$ cat config.mk
export PLATFORM = sky130hd
export DESIGN_NAME = gcd_operand_sender
export DESIGN_NICKNAME = d
export VERILOG_FILES = /design/src/rtl/gcd_link_pkg.sv /design/src/rtl/ssd_to_hex.sv /design/src/rtl/gcd_operand_sender.sv
export SDC_FILE = /design/constraint.sdc
export NUM_CORES = 1
export LEC_CHECK = 0
export CORE_MARGIN = 5
export CORE_UTILIZATION = 33
export DETAILED_ROUTE_END_ITERATION = 10
export PLACE_DENSITY = 0.54
export SLEW_MARGIN = 20
export SYNTH_ARGS = -nofsm -noshare
export SYNTH_HDL_FRONTEND = slang
export SYNTH_SLANG_ARGS = --single-unit
$ cat constraint.sdc
create_clock -name clk_i -period 1.9 [get_ports clk_i]
set_input_delay 0.475 -clock clk_i [delete_from_list [all_inputs] [get_ports clk_i]]
set_output_delay 0.475 -clock clk_i [all_outputs]
set_load 0.02 [all_outputs]
$ cat src/rtl/gcd_link_pkg.sv
// rtl/gcd_link_pkg.sv - shared states and segment glyphs for the GCD target link
// Contents:
//   state_e     sender sequencing states
//   SEG_*       progress glyphs shown by the target (gfedcba, bit0 = a, active-high)
//   HEX_GLYPH   16-entry hex digit glyph table, index = digit value
package gcd_link_pkg;

  typedef enum logic [2:0] {
    IDLE,
    RST,
    OK1,
    GAP1,
    OK2,
    GAP2,
    WAIT,
    CAP
  } state_e;

  localparam logic [6:0] SEG_IDLE = 7'h40;
  localparam logic [6:0] SEG_OKEY = 7'h5C;
  localparam logic [6:0] SEG_NEXT = 7'h54;

  // Packed with digit F in the top slot so HEX_GLYPH[d] is the glyph for d.
  localparam logic [15:0][6:0] HEX_GLYPH = {
    7'h71, 7'h79, 7'h5E, 7'h39, 7'h7C, 7'h77, 7'h6F, 7'h7F,
    7'h07, 7'h7D, 7'h6D, 7'h66, 7'h4F, 7'h5B, 7'h06, 7'h3F
  };

endpackage

$ cat src/rtl/ssd_to_hex.sv
// rtl/ssd_to_hex.sv - inverse seven-segment decoder, glyph to hex digit
// Ports:
//   seg_i    in   7  segment bus, gfedcba, active-high
//   digit_o  out  4  decoded digit (0 when no match)
//   hit_o    out  1  seg_i matches one of the 16 hex glyphs
module ssd_to_hex
  import gcd_link_pkg::*;
(
  input  logic [6:0] seg_i,
  output logic [3:0] digit_o,
  output logic       hit_o
);

  // The 16 glyphs are distinct, so at most one entry can match.
  always_comb begin
    digit_o = '0;
    hit_o   = 1'b0;
    for (int i = 0; i < 16; i++) begin
      if (seg_i == HEX_GLYPH[i]) begin
        digit_o = 4'(i);
        hit_o   = 1'b1;
      end
    end
  end

endmodule

$ cat src/rtl/gcd_operand_sender.sv
// rtl/gcd_operand_sender.sv - drives the two-step number/num_okey entry into a GCD target and reads back the result
// Ports:
//   clk_i       in   1          clock
//   rst_i       in   1          synchronous active-high reset
//   start_i     in   1          request, accepted when start_i && ready_o
//   x_i, y_i    in   DATA_BITS  operands, sampled on accept
//   ready_o     out  1          high only in IDLE
//   tgt_rst_o   out  1          target reset pin
//   num_okey_o  out  1          target num_okey pin
//   number_o    out  DATA_BITS  target number pins
//   ssd_i       in   7          target segment bus, gfedcba, active-high
//   result_o    out  DATA_BITS  decoded GCD, held until the next done
//   done_o      out  1          one-cycle completion pulse
//   err_o       out  1          valid with done_o; glyph mismatch or undecodable result
module gcd_operand_sender
  import gcd_link_pkg::*;
#(
  parameter int DATA_BITS     = 4,
  parameter int RST_CYCLES    = 2,
  parameter int HOLD_CYCLES   = 4,
  parameter int GAP_CYCLES    = 4,
  parameter int SETTLE_CYCLES = 32
) (
  input  logic                 clk_i,
  input  logic                 rst_i,
  input  logic                 start_i,
  input  logic [DATA_BITS-1:0] x_i,
  input  logic [DATA_BITS-1:0] y_i,
  output logic                 ready_o,
  output logic                 tgt_rst_o,
  output logic                 num_okey_o,
  output logic [DATA_BITS-1:0] number_o,
  input  logic [6:0]           ssd_i,
  output logic [DATA_BITS-1:0] result_o,
  output logic                 done_o,
  output logic                 err_o
);

  localparam int MAX_AB  = (RST_CYCLES > HOLD_CYCLES) ? RST_CYCLES : HOLD_CYCLES;
  localparam int MAX_CD  = (GAP_CYCLES > SETTLE_CYCLES) ? GAP_CYCLES : SETTLE_CYCLES;
  localparam int MAX_CYC = (MAX_AB > MAX_CD) ? MAX_AB : MAX_CD;
  localparam int CNT_W   = ($clog2(MAX_CYC) > 0) ? $clog2(MAX_CYC) : 1;

  state_e               state, state_d;
  logic [CNT_W-1:0]     cnt, cnt_d;
  logic [DATA_BITS-1:0] x_q, y_q;
  logic                 err_flag, err_flag_d;

  logic                 tgt_rst_d, num_okey_d, ready_d, done_d, err_d;
  logic [DATA_BITS-1:0] number_d, result_d;

  logic                 last, accept, glyph_bad;
  logic [3:0]           cap_digit;
  logic                 cap_hit;

  ssd_to_hex u_ssd_to_hex (
    .seg_i   (ssd_i),
    .digit_o (cap_digit),
    .hit_o   (cap_hit)
  );

  // Phase counters count down from N-1; the phase ends on the cycle cnt is 0.
  function automatic logic [CNT_W-1:0] phase_len(input state_e s);
    case (s)
      RST:      phase_len = CNT_W'(RST_CYCLES - 1);
      OK1, OK2: phase_len = CNT_W'(HOLD_CYCLES - 1);
      GAP1, GAP2: phase_len = CNT_W'(GAP_CYCLES - 1);
      WAIT:     phase_len = CNT_W'(SETTLE_CYCLES - 1);
      default:  phase_len = '0;
    endcase
  endfunction

  assign last   = (cnt == '0);
  assign accept = start_i && ready_o;

  // State register
  always_ff @(posedge clk_i) begin
    if (rst_i) begin
      state <= IDLE;
      cnt   <= '0;
    end else begin
      state <= state_d;
      cnt   <= cnt_d;
    end
  end

  // Next-state logic
  always_comb begin
    state_d = state;
    case (state)
      IDLE:    if (accept) state_d = RST;
      RST:     if (last)   state_d = OK1;
      OK1:     if (last)   state_d = GAP1;
      GAP1:    if (last)   state_d = OK2;
      OK2:     if (last)   state_d = GAP2;
      GAP2:    if (last)   state_d = WAIT;
      WAIT:    if (last)   state_d = CAP;
      CAP:                 state_d = IDLE;
      default:             state_d = IDLE;
    endcase

    if (state_d != state)
      cnt_d = phase_len(state_d);
    else if (!last)
      cnt_d = cnt - 1'b1;
    else
      cnt_d = cnt;
  end

  // Progress glyphs are only checked on the final cycle of a phase, after the
  // target has had the whole phase to react.
  assign glyph_bad = last && ((((state == OK1) || (state == OK2)) && (ssd_i != SEG_OKEY)) ||
                              ((state == GAP1) && (ssd_i != SEG_NEXT)));

  // Output logic: next values of the registered outputs, aligned to state_d so
  // every pin changes together with the phase it belongs to.
  always_comb begin
    ready_d    = (state_d == IDLE);
    tgt_rst_d  = (state_d == RST);
    num_okey_d = (state_d == OK1) || (state_d == OK2);

    // number stays on the operand through the gap; the target latches it on
    // the first okey-low cycle.
    case (state_d)
      OK1, GAP1:            number_d = x_q;
      OK2, GAP2, WAIT, CAP: number_d = y_q;
      default:              number_d = '0;
    endcase

    err_flag_d = err_flag;
    if (accept)
      err_flag_d = 1'b0;
    else if (glyph_bad)
      err_flag_d = 1'b1;

    done_d   = (state == CAP);
    err_d    = (state == CAP) && (err_flag || !cap_hit);
    result_d = result_o;
    if (state == CAP)
      result_d = cap_hit ? DATA_BITS'(cap_digit) : '0;
  end

  // Output and datapath registers
  always_ff @(posedge clk_i) begin
    if (rst_i) begin
      ready_o    <= 1'b1;
      tgt_rst_o  <= 1'b0;
      num_okey_o <= 1'b0;
      number_o   <= '0;
      result_o   <= '0;
      done_o     <= 1'b0;
      err_o      <= 1'b0;
      err_flag   <= 1'b0;
      x_q        <= '0;
      y_q        <= '0;
    end else begin
      ready_o    <= ready_d;
      tgt_rst_o  <= tgt_rst_d;
      num_okey_o <= num_okey_d;
      number_o   <= number_d;
      result_o   <= result_d;
      done_o     <= done_d;
      err_o      <= err_d;
      err_flag   <= err_flag_d;
      if (accept) begin
        x_q <= x_i;
        y_q <= y_i;
      end
    end
  end

endmodule

=== Word level (Yosys, flattened, before mapping) ===
Cells that the tools add are included.

* Bits in registers: 30
* Output and inout bits: 13

* Add/sub/neg operators: 1
* Eq/ne operators: 34
* Multiplexer cells: 44
* Reductions and logical operators: 17

{| class="wikitable"
|+ Operators with widths
! kind !! number
|-
| $eq A7 B7 Y1 const B || 12
|-
| $mux W4 || 9
|-
| $mux W3 || 11
|-
| $eq A3 B3 Y1 const B || 8
|-
| $pmux W3 S8 || 1
|-
| $mux W1 || 17
|-
| $pmux W5 S3 || 1
|-
| $eq A7 B3 Y1 const B || 2
|-
| $eq A7 B6 Y1 const B || 2
|-
| $ne A7 B7 Y1 const B || 2
|-
| $eq A3 B2 Y1 const B || 4
|-
| $mux W5 || 2
|-
| $pmux W4 S2 || 1
|-
| $reduce_or A4 Y1 || 2
|-
| $eq A3 B1 Y1 const B || 2
|-
| $logic_not A3 Y1 || 2
|-
| $logic_and A1 B1 Y1 || 5
|-
| $logic_not A5 Y1 || 1
|-
| $sub A5 B1 Y5 const B || 1
|-
| $logic_or A1 B1 Y1 || 4
|-
| $mux W2 || 2
|-
| $reduce_or A2 Y1 || 2
|-
| $ne A3 B3 Y1 || 1
|-
| $ne A2 B1 Y1 const B || 1
|-
| $logic_not A1 Y1 || 1
|}

=== Longest topological paths before layout ===
* Word-level depth: 20
* Mapped depth: 8
* Gate-level depth less buffers: 7

=== Modules after synthesis ===
A second synthesis with hierarchy kept.

* Cells, all modules: 216
* Area, all modules: 1,754.2 µm²

{| class="wikitable"
|+ By module, submodules not included
! module !! instances !! cells an instance !! area an instance (µm²)
|-
| gcd_operand_sender || 1 || 159 || 1,361.3
|-
| ssd_to_hex || 1 || 57 || 392.9
|}

=== Worst setup path before layout ===
No wires, ideal clock.

* Path kind: flip-flop to flip-flop
* Start point: register cnt[0]
* End point: register tgt_rst_o
* Setup time: 58 ps
* Arrival: 1,762 ps
* Required time: 1,842 ps
* Slack: 80 ps
* Stages on the path, launching flop included: 8
* Buffers on the path: 0
* Period minus slack after synthesis: 1,820 ps
* Cells stage by stage: dfxtp_1 -> inv_1 -> ha_1 -> or4b_4 -> a22oi_2 -> nor2_2 -> a2111oi_4 -> o21a_1

* Word-level cells in the longest chain between the ends: 4

{| class="wikitable"
|+ RTL lines
! element !! line !! source
|-
| from (decl) || gcd_operand_sender.sv:45 || <nowiki>logic [CNT_W-1:0] cnt, cnt_d;</nowiki>
|-
| from (signal assigned) || gcd_operand_sender.sv:83 || <nowiki>cnt <= cnt_d;</nowiki>
|-
| $logic_not A5 Y1 * || gcd_operand_sender.sv:73 || <nowiki>assign last = (cnt == '0);</nowiki>
|-
| $mux W3 (tied with other cells) || gcd_operand_sender.sv:97 || <nowiki>WAIT: if (last) state_d = CAP;</nowiki>
|-
| $pmux W3 S8 * || gcd_operand_sender.sv:90 || <nowiki>case (state)</nowiki>
|-
| $eq A3 B1 Y1 * || gcd_operand_sender.sv:119 || <nowiki>tgt_rst_d = (state_d == RST);</nowiki>
|-
| to (signal assigned) || gcd_operand_sender.sv:158 || <nowiki>tgt_rst_o <= tgt_rst_d;</nowiki>
|-
| to (decl) || gcd_operand_sender.sv:30 || <nowiki>output logic tgt_rst_o,</nowiki>
|}

Mark *: on every way between the ends. The rest lies on a longest branch, timed or not.
A chain may end at the register's enable or synchronous reset.

=== Final worst setup path ===
* Start point: input port ssd_i[4]
* End point: register result_o[0]

* Word-level cells in the longest chain between the ends: 18

{| class="wikitable"
|+ RTL lines
! element !! line !! source
|-
| from (decl) || gcd_operand_sender.sv:33 || <nowiki>input logic [6:0] ssd_i,</nowiki>
|-
| $eq A7 B6 Y1 || ssd_to_hex.sv:19 || <nowiki>if (seg_i == HEX_GLYPH[i]) begin</nowiki>
|-
| $mux W1 (16 in a row) || ssd_to_hex.sv:19 ||
|-
| $mux W4 * || gcd_operand_sender.sv:140 || <nowiki>result_d = cap_hit ? DATA_BITS'(cap_digit) : '0;</nowiki>
|-
| to (signal assigned) || gcd_operand_sender.sv:161 || <nowiki>result_o <= result_d;</nowiki>
|-
| to (decl) || gcd_operand_sender.sv:34 || <nowiki>output logic [DATA_BITS-1:0] result_o,</nowiki>
|}

Marks and branches as above.

==> reports/qor.txt <==
CTS clk-pin slew, worst paths: 0.05 ns
CP Cell Sequence: clkdlybuf4s50_1 -> buf_4 -> inv_1 -> maj3_1 -> nand4_1 -> nand3_1 -> a32o_1
Die Y: 79.64 um
Post-Synth Simple-Gate Area: 0.2572
die width: 79.64 um
#FFs+latches synth: 30
layout cell share with drive strength beyond 1: 0.2374
reg-to-reg setup timing slack: 0.10 ns
placed instance area: 0.002183 mm^2
warnings from Yosys: 0
number of global-route vias before repair: 1458
Gate Count Post-Synth: 199
Post-Synth XOR/XNOR Area: 0.03284
Worst-Margin Slew: 0.5063 ns
DP HPWL: 3.046 mm
net switching power: 943.6 uW
final slew viol count: 0
# IOs: 31
synth top area cells: dfxtp_1 38%, nand2_1 5.9%, o21ai_0 5.0%, a21oi_1 4.4%, nor2_1 3.3%
Synth area leader: dfxtp_1
crit path max fanout: 8
most common cell after layout, fill and taps aside: buf_4
CTS Hold Bufs: 0
outcome: completed
Critical Path Start Type: input port
CP top delay family: buffers and inverters
Core ar.: 0.004723 mm^2
Min Clock Period, post-route: 1.818 ns
internal power: 1684 uW
# port buffers: 30
Num CTS Buffers: 5
Syn Area/Cell: 8.042 um^2
Crit. Startpoint: ssd_i[4]
area share of fa/ha/maj cells after synthesis: 0.02189
Syn Nets: 219
RSZ-0062 raised after global routing: false
drt first pass iters: 4
drc violations: 0
crit path kind: input port to flip-flop
worst vdd ir: 426.4 uV
hold path start: y_q[0]
CTS sink count: 30
WP data required: 2.07 ns
main combinational cell family by area after synthesis: simple AND/OR/NAND/NOR gates
Area growth syn-to-layout: 44.41%
clock group share of total power: 0.189
P per Cell Area: 1137 mW/mm^2
Min-Delay Path Class: flip-flop to flip-flop
Detailed Route WL: 4.092 mm
Fmax: 0.5500 GHz
total negative slack: 0 ns
fillcell total: 472
Final ANT Viol Nets: 0
most frequent cells in the layout: 37 x buf_4, 29 x clkdlybuf4s50_1, 28 x dfxtp_1
initial antenna violation count: 0
WP data arrival: 1.99 ns
share of the cycle needed by the critical path after routing: 0.9569
Worst setup EP type: flip-flop
crit path max-delay cell type: clkdlybuf4s50_1
# rows: 25
post-route cell area: 0.002311 mm^2
gr ovfl total: 0
Flop pwr share: 0.340
die area: 0.006342 mm^2
Compound-Gate Fraction of Synth Area: 0.2502
largest net degree at the start of global routing: 16
Ant. Diodes: 0
first-pass GRT wire length: 6.630 mm
reg-to-reg startpoint: cnt[1]
final hold vios: 0
Worst Skew: 0.003703 ns
vias: 1594
cell leakage power: 0.0009248 uW
Post-Synthesis Cell Area: 0.001600 mm^2
multiplexer area fraction after synthesis: 0.006255
Netlist cell types: 46
vias per inst: 4.920
H-Tree Level Count: 2
register area share after synthesis: 0.3753
Starting Density: 0.3388
switch share: 0.3592
Comb pwr share: 0.471
GPL Wtd Cong: 0.8452
Buffers & Inverters on Critical Path: 3
CTS tree: done
top cell type's share of synthesized area: 0.3753
drt wl/cell: 12.63 um
maxcap violations: 0
critical path's largest stage delay: 0.62 ns
Final #Nets: 278
CTS max path bufs: 2
max_slew headroom: 0.6620
DRT iter0 DRCs: 56
Root Driver: clkbuf_8
GRT Total Usage: 0.1328
later-pin clock latency in the skew report: 0.28 ns
final setup vio count: 0
-- power by group through the flow --
stage	logic, uW	clock network (uW)	registers [uW]
after floorplan	760	0	872
after global placement	1150	0	896
after detailed placement	1140	0	894
after CTS	1170	510	881
after global routing	1370	541	914
final	1240	495	894
-- worst min-delay path, stage by stage, from the launching register on --
cell     delay, ns
dfxtp_1       0.31
nand2_1       0.05
a21oi_1       0.05
-- state kept, by name, summed over array words and instances, names as in the netlist, 3 cells and up --
name      count
number_o      4
result_o      4
state         3
cnt           5
x_q           4
y_q           4
-- stage by stage --
stage	worst slack [ns]	power (uW)	utilization	instances	hold WS, ns
detailed placement	-0.2076	2034	0.4623	317	0.4526
global route	0.01314	2821	0.4893	324	0.4782
global placement	-0.2073	2041	0.4623	317	0.4438
floorplan	0.07954	1631	-	199	0.4360
CTS	0.02215	2562	0.4824	324	0.4614
finish	0.08190	2627	0.4893	324	0.4578
-- repair_timing --
item	4_1_cts	5_1_grt
pin swaps	2	7
gates resized for setup	1	13
setup buffers	1	0
endpoints found under the setup margin	7	12
-- worst paths after layout --
check | endpoint | depth (start not counted)
hold reg to reg | y_q[0] | 2
setup / recovery | result_o[0] | 7
hold / removal | y_q[0] | 2
setup reg to reg | tgt_rst_o | 7
-- synthesized netlist by cell type, drive strengths merged --
master,count
a2111oi,1
nor2b,4
inv,5
ha,2
o211ai,1
and3,2
nor3,9
xnor2,4
and4,1
a21oi,14
xor2,2
nor2,15
o311a,2
nor4b,1
or4b,1
and4b,1
nor4bb,1
o21ai,17
a311oi,1
a2bb2oi,2
a211o,1
dfxtp,30
nand4,2
nand3,7
clkbuf,11
mux2i,1
a22oi,3
maj3,1
a31oi,4
o2bb2ai,1
and3b,1
a32o,1
or2,1
buf,4
and2,7
o21a,3
a22o,4
a21boi,1
nand2,26
or3,2
a41oi,2
-- routing by layer --
metal	vias to the layer above	global-route usage	share of wire
met3	6	0.04740	0.035
met4	0	0.04467	0.015
li1	826	-	-
met2	33	0.1945	0.44
met5	-	0	0
met1	729	0.1796	0.51
-- area by class of cell --
cell class | instances | area, um^2 | share of cell area
well taps | 67 | 83.83 | 0.03627
repair buffers | 67 | 580.6 | 0.2512
inverters | 5 | 18.77 | 0.008121
multi-input cells | 149 | 942.2 | 0.4077
flip-flops and latches | 30 | 603.1 | 0.2610
clock buffers | 6 | 82.58 | 0.03573
-- kinds of logic (layout without fill, tap and decap cells) --
| logic type | count (synthesis) | in the layout |
|---|---|---|
| xor+xnor | 6 | 6 |
| compound gates | 58 | 58 |
| fa+ha+maj | 3 | 3 |
| mux | 1 | 1 |
| flops | 30 | 30 |
| buf+inv | 20 | 78 |
| simple gates | 81 | 81 |
Note: power is estimated with default switching activity, not from simulation.
